File: src/rtl/io_bank_if.sv
// CPU IO bus bundle for io_bank: select/address/strobes plus both data directions.
interface io_bank_if;
  logic [7:0] i_bus;
  logic [7:0] o_bus;
  logic       o_busNOE;
  logic       i_ioSelect;
  logic [7:0] i_ioAddress;
  logic       i_ioNOE;
  logic       i_ioNWE;

  modport master (
    output i_bus, i_ioSelect, i_ioAddress, i_ioNOE, i_ioNWE,
    input  o_bus, o_busNOE
  );

  modport slave (
    input  i_bus, i_ioSelect, i_ioAddress, i_ioNOE, i_ioNWE,
    output o_bus, o_busNOE
  );
endinterface

File: src/rtl/io_bank.sv
// Memory-mapped IO bank: debounced switch bytes, W1C edge flags, output registers, CTRL.
// Optional level interrupt on pending flags is built when IO_BANK_IRQ_EN is defined.
module io_bank #(
  parameter logic [7:0] BASE_ADDR  = 8'h00,
  parameter int         N_SW_BYTES = 1,
  parameter int         N_OUT      = 1,
  parameter int         DEB_CYCLES = 1000,
  parameter logic [7:0] OUT_RST    = 8'h00
) (
  input  logic                    i_clk,
  input  logic                    i_reset,
  io_bank_if.slave                bus,
  input  logic [8*N_SW_BYTES-1:0] i_switches,
  output logic [8*N_OUT-1:0]      o_outData,
  output logic                    o_irq
);

  localparam int SW_W = 8 * N_SW_BYTES;
  localparam int CW   = (DEB_CYCLES > 2) ? $clog2(DEB_CYCLES) : 1;
  localparam logic [CW-1:0] CNT_MAX = CW'(DEB_CYCLES - 1);

  logic [3:0]      offset;
  logic            hit;
  logic            impl;
  logic            valid;
  logic            wr_en;
  logic [7:0]      rdata;

  logic [SW_W-1:0] sync_meta;
  logic [SW_W-1:0] sync_q;
  logic [SW_W-1:0] prev_q;
  logic [SW_W-1:0] deb_q;
  logic [SW_W-1:0] deb_next;
  logic [SW_W-1:0] flag_q;
  logic [SW_W-1:0] flag_next;
  logic [SW_W-1:0] clr_mask;
  logic [SW_W-1:0] rise;
  logic [SW_W-1:0] fall;
  logic [CW-1:0]   cnt_q;
  logic            tick;

  logic            ctrl_rise;
  logic            ctrl_fall;
  logic            ctrl_irq;
  logic [7:0]      out_q [N_OUT];

  // Address decode: only implemented offsets inside the window count as valid
  always_comb begin
    offset = bus.i_ioAddress[3:0];
    hit    = (bus.i_ioAddress[7:4] == BASE_ADDR[7:4]);
    impl   = (offset == 4'hF);
    for (int unsigned n = 0; n < N_SW_BYTES; n++) begin
      if (offset == 4'(n) || offset == 4'(n + 4)) impl = 1'b1;
    end
    for (int unsigned k = 0; k < N_OUT; k++) begin
      if (offset == 4'(k + 8)) impl = 1'b1;
    end
    valid = hit & bus.i_ioSelect & impl;
  end

  assign wr_en = valid & ~bus.i_ioNWE;
  assign tick  = (cnt_q == CNT_MAX);

  // A bit only follows sync when it matched the previous tick's sample
  always_comb begin
    deb_next = deb_q;
    if (tick) begin
      deb_next = (sync_q & ~(sync_q ^ prev_q)) | (deb_q & (sync_q ^ prev_q));
    end
  end

  // Set terms are OR-ed after the clear, so a same-cycle edge beats W1C
  always_comb begin
    clr_mask = '0;
    for (int unsigned n = 0; n < N_SW_BYTES; n++) begin
      if (wr_en && offset == 4'(n + 4)) clr_mask[8*n +: 8] = bus.i_bus;
    end
    rise      = deb_next & ~deb_q;
    fall      = ~deb_next & deb_q;
    flag_next = (flag_q & ~clr_mask)
              | (rise & {SW_W{ctrl_rise}})
              | (fall & {SW_W{ctrl_fall}});
  end

  always_ff @(posedge i_clk) begin
    if (i_reset) begin
      sync_meta <= '0;
      sync_q    <= '0;
      prev_q    <= '0;
      deb_q     <= '0;
      flag_q    <= '0;
      cnt_q     <= '0;
      ctrl_rise <= 1'b1;
      ctrl_fall <= 1'b1;
    end else begin
      sync_meta <= i_switches;
      sync_q    <= sync_meta;
      cnt_q     <= tick ? '0 : cnt_q + 1'b1;
      if (tick) prev_q <= sync_q;
      deb_q     <= deb_next;
      flag_q    <= flag_next;
      if (wr_en && offset == 4'hF) begin
        ctrl_rise <= bus.i_bus[0];
        ctrl_fall <= bus.i_bus[1];
      end
    end
  end

  always_ff @(posedge i_clk) begin
    for (int unsigned k = 0; k < N_OUT; k++) begin
      if (i_reset) begin
        out_q[k] <= OUT_RST;
      end else if (wr_en && offset == 4'(k + 8)) begin
        out_q[k] <= bus.i_bus;
      end
    end
  end

  always_comb begin
    o_outData = '0;
    for (int unsigned k = 0; k < N_OUT; k++) begin
      o_outData[8*k +: 8] = out_q[k];
    end
  end

`ifdef IO_BANK_IRQ_EN
  always_ff @(posedge i_clk) begin
    if (i_reset) begin
      ctrl_irq <= 1'b0;
      o_irq    <= 1'b0;
    end else begin
      if (wr_en && offset == 4'hF) ctrl_irq <= bus.i_bus[7];
      o_irq <= ctrl_irq & (|flag_q);
    end
  end
`else
  assign ctrl_irq = 1'b0;
  assign o_irq    = 1'b0;
`endif

  always_comb begin
    rdata = 8'h00;
    for (int unsigned n = 0; n < N_SW_BYTES; n++) begin
      if (offset == 4'(n))     rdata = deb_q[8*n +: 8];
      if (offset == 4'(n + 4)) rdata = flag_q[8*n +: 8];
    end
    for (int unsigned k = 0; k < N_OUT; k++) begin
      if (offset == 4'(k + 8)) rdata = out_q[k];
    end
    if (offset == 4'hF) rdata = {ctrl_irq, 5'b00000, ctrl_fall, ctrl_rise};
  end

  assign bus.o_bus    = valid ? rdata : 8'h00;
  assign bus.o_busNOE = ~valid | bus.i_ioNOE;

endmodule

File: src/flat_wrapper.sv
// flat-port wrapper written by rule: the top's interface ports become plain ports
module io_bank_flat 
#(
  parameter logic [7:0] BASE_ADDR  = 8'h00,
  parameter int         N_SW_BYTES = 1,
  parameter int         N_OUT      = 1,
  parameter int         DEB_CYCLES = 1000,
  parameter logic [7:0] OUT_RST    = 8'h00
)
  (i_clk, i_reset, i_switches, o_outData, o_irq, bus_i_bus, bus_i_ioSelect, bus_i_ioAddress, bus_i_ioNOE, bus_i_ioNWE, bus_o_bus, bus_o_busNOE);
  io_bank_if bus_i ();
  input  logic i_clk;
  input  logic i_reset;
  input  logic [8*N_SW_BYTES-1:0] i_switches;
  output logic [8*N_OUT-1:0] o_outData;
  output logic o_irq;
  input wire logic [$bits(bus_i.i_bus)-1:0] bus_i_bus;
  input wire logic [$bits(bus_i.i_ioSelect)-1:0] bus_i_ioSelect;
  input wire logic [$bits(bus_i.i_ioAddress)-1:0] bus_i_ioAddress;
  input wire logic [$bits(bus_i.i_ioNOE)-1:0] bus_i_ioNOE;
  input wire logic [$bits(bus_i.i_ioNWE)-1:0] bus_i_ioNWE;
  output wire logic [$bits(bus_i.o_bus)-1:0] bus_o_bus;
  output wire logic [$bits(bus_i.o_busNOE)-1:0] bus_o_busNOE;
  assign bus_i.i_bus = bus_i_bus;
  assign bus_i.i_ioSelect = bus_i_ioSelect;
  assign bus_i.i_ioAddress = bus_i_ioAddress;
  assign bus_i.i_ioNOE = bus_i_ioNOE;
  assign bus_i.i_ioNWE = bus_i_ioNWE;
  assign bus_o_bus = bus_i.o_bus;
  assign bus_o_busNOE = bus_i.o_busNOE;
  io_bank #(.BASE_ADDR(BASE_ADDR), .N_SW_BYTES(N_SW_BYTES), .N_OUT(N_OUT), .DEB_CYCLES(DEB_CYCLES), .OUT_RST(OUT_RST)) u_core (.i_clk(i_clk), .i_reset(i_reset), .bus(bus_i), .i_switches(i_switches), .o_outData(o_outData), .o_irq(o_irq));
endmodule
File: config.mk
export PLATFORM = sky130hd
export DESIGN_NAME = io_bank_flat
export DESIGN_NICKNAME = d
export VERILOG_FILES = /design/src/rtl/io_bank_if.sv /design/src/rtl/io_bank.sv /design/src/flat_wrapper.sv
export SDC_FILE = /design/constraint.sdc
export NUM_CORES = 1
export LEC_CHECK = 0
export CAP_MARGIN = 10
export CORE_MARGIN = 2
export CORE_UTILIZATION = 49
export CTS_BUF_LIST = sky130_fd_sc_hd__clkbuf_4
export DETAILED_ROUTE_END_ITERATION = 10
export PLACE_DENSITY = 0.78
export SLEW_MARGIN = 25
export SYNTH_ARGS = -nofsm -noshare
export SYNTH_HDL_FRONTEND = slang
export SYNTH_SLANG_ARGS = --single-unit
File: constraint.sdc
create_clock -name i_clk -period 2.54 [get_ports i_clk]
set_input_delay 0.762 -clock i_clk [delete_from_list [all_inputs] [get_ports i_clk]]
set_output_delay 0.762 -clock i_clk [all_outputs]
set_load 0.1 [all_outputs]
==> flow_summary.ini <==
[run_status]
outcome = finished, violations left
violations = setup timing

[global_route]
gr-total-overflow = 0
grt_pass1_wl_mm = 10.61
grt_usage_pct = 21.93
grt_max_degree = 39
antenna_found_initial = 0
grt_pass1_vias = 2327

[worst_hold_path]
min_from = u_core.sync_meta[3]
hold_class = flop to flop
whs_path_depth = 1

[finish]
syn2layout_area_growth_pct = 37.87
layout_common_cells = dfxtp_1, buf_4, nand2_1
layout-drive-gt1-share_pct = 23.94
finalNonFillerCells = 448
mostFrequentLayoutCell = dfxtp_1
antennaDiodeCount = 0
utilization_pct = 69.27
fin_nets = 401

[sta]
final.period_utilization_pct = 108.5
max_freq_ghz = 0.3627
finalSetupViolations = 9
hold_viol = 0
slew_headroom_pct = 60.63
grt_setup_unrepaired = true
skew_ps = 8.187
fin_ws_ps = -216.8
worst_pin_slew_ps = 587.0
drv_slew = 0
min_period_ps = 2757

[logic_synthesis]
syn_inst = 306
yosysTopAreaCell = dfxtp_1
ys_seq_elements = 60
synth_area_leaders = dfxtp_1, edfxtp_1, nor2b_1
synth_cell_types = 45
synth_top_area_share_pct = 38.10
yosysWarnings = 0
syn-mean-instance-area_um2 = 8.930
ys_seq_area_share_pct = 46.89
synth.net_count = 336
synth_area_mm2 = 0.002733

[critical_path]
crit_type = input pin to output pin
r2r-start = u_core.cnt_q[0]
crit_chain = buf_4, bufbuf_16, a211oi_1, a211oi_4, buf_12
crit_path_max_incr_delay_ps = 500
cp.required_ps = 1780
arrival_ps = 1990
crit_slowest_cell = a211oi_1
critPathLaunch = bus_i_ioAddress[2]
start_kind = input pin
cp_max_fo = 9
reg2regPathDepth = 4
endpoint_kind = output pin

[pwr]
p_total_uw = 1776
ir_drop_mv = 0.3648
p_leak_uw = 0.001306
p_per_area_mw_per_mm2 = 471.4

[placement]
gp_congestion = 0.8149
post-place-ws_ps = -638.9
place_hpwl_mm = 4.180
portBuffers = 45
dp_cells = 429

[clock_network]
clock_path_buffers = 2
h-tree-depth = 3
path_clk_slew_ps = 90
clock-root-buffer = clkbuf_4
clk_latency_ps = 390
clock-sinks = 60
cts_tree = done
cts_buffers = 9

[job]
drv_cap = 0

[floorplanning]
rows = 27
start_util_pct = 50.24
dieArea_mm2 = 0.006190
die_y_um = 78.68
ios = 47
fp.dieW_um = 78.68
coreArea_mm2 = 0.005439

[routing]
drcViolationCount = 0
ant_nets = 0
routed_wl_mm = 6.108
viasPerCell = 5.350
wl_per_cell_um = 13.63
drt_iter0_markers = 100
dr.pass1.iters = 4
vias = 2397
==> per-layer routing <==
metal  up-vias  track usage, %  share of wire, %  wire (um)
met4         0           8.421               1.3         77
met3         8           5.402               5.0        303
met2        54           38.97                50       3051
li1       1228               -                 -          -
met5         -               0                 0          0
met1      1107           25.26                44       2675
==> sequential cells by signal, summed over array words and instances, names as in the netlist <==
register	count
u_core.ctrl_fall	1
u_core.out_q	8
u_core.sync_meta	8
u_core.cnt_q	10
u_core.ctrl_rise	1
u_core.deb_q	8
u_core.sync_q	8
u_core.prev_q	8
u_core.flag_q	8
==> stage by stage <==
stage | area (um2) | hold slack, ps | setup TNS, ps
finish | 3767 | 442.0 | -1633
global route | 3767 | 465.0 | -1893
CTS | 3755 | 444.3 | -1294
detailed placement | 3583 | 421.8 | -8717
global placement | 3583 | 417.9 | -7757
floorplan | 2888 | 413.8 | -4134
==> repair_timing <==
item	CTS	global route
endpoints found under the hold margin	0	0
resized for setup	39	5
setup endpoints to repair	9	9
setup buffers	3	0
hold buffers	0	0
cloned	2	0
pin swaps	14	1
==> layout make-up <==
cell class,instances,area (um2)
Timing Repair Buffer,72,768.2
Inverter,11,41.29
Multi-Input combinational cell,217,1480
Clock buffer,12,90.09
Clock inverter,4,16.27
Tap cell,72,90.09
Sequential cell,60,1281
Fill cell,442,1672
==> cell usage after synthesis (all sizes together) <==
cell type and n:
a211o 8, a211oi 12, a21oi 12, a22oi 2, a31oi 17, a41oi 1
and2 8, and3 1, and4 1, and4b 8, buf 7, clkbuf 11
conb 1, dfxtp 52, edfxtp 8, ha 1, inv 11, mux2i 2
nand2 29, nand2b 1, nand3 14, nand3b 2, nand4 2, nand4b 1
nor2 20, nor2b 22, nor3 9, nor4 4, o211ai 1, o21ai 24
o31ai 2, or2 2, or3b 1, or4 2, or4b 1, xnor2 4
xor2 2
==> cell families (layout without fill, tap and decap cells) <==
| group | Yosys count | count (layout) | synth area share, % |
|---|---|---|---|
| xor gates and xnor gates | 6 | 6 | 1.923 |
| muxes | 2 | 2 | 0.7326 |
| and+or+nand+nor | 128 | 128 | 27.24 |
| buffers and inverters | 29 | 99 | 4.579 |
| DFF | 60 | 60 | 46.89 |
| AOI/OAI and AO/OA | 79 | 79 | 18.04 |
| adders and majority gates | 1 | 1 | 0.4578 |
| other | 1 | 1 | 0.1372 |
==> worst max-delay path: cells and delay by family <==
| kind | cells | cell delay, ps |
|---|---|---|
| buf+inv | 3 | 630 |
| compound gates | 2 | 610 |
==> report_power, final <==
group / switching, uW / internal [uW]
Combinational: 142 / 103
Sequential: 17.8 / 983
Clock: 307 / 224
Total: 466 / 1310
==> path summary, 6_finish.rpt <==
| kind | slack [ps] | endpoint |
|---|---|---|
| worst max-delay path | -220 | bus_o_bus[5] |
| worst max register to register | 570 | u_core.cnt_q[1] |
| worst min-delay path | 440 | u_core.sync_q[3] |
| worst min register to register | 440 | u_core.sync_q[3] |
No activity file was read; power rests on OpenSTA's default activity.
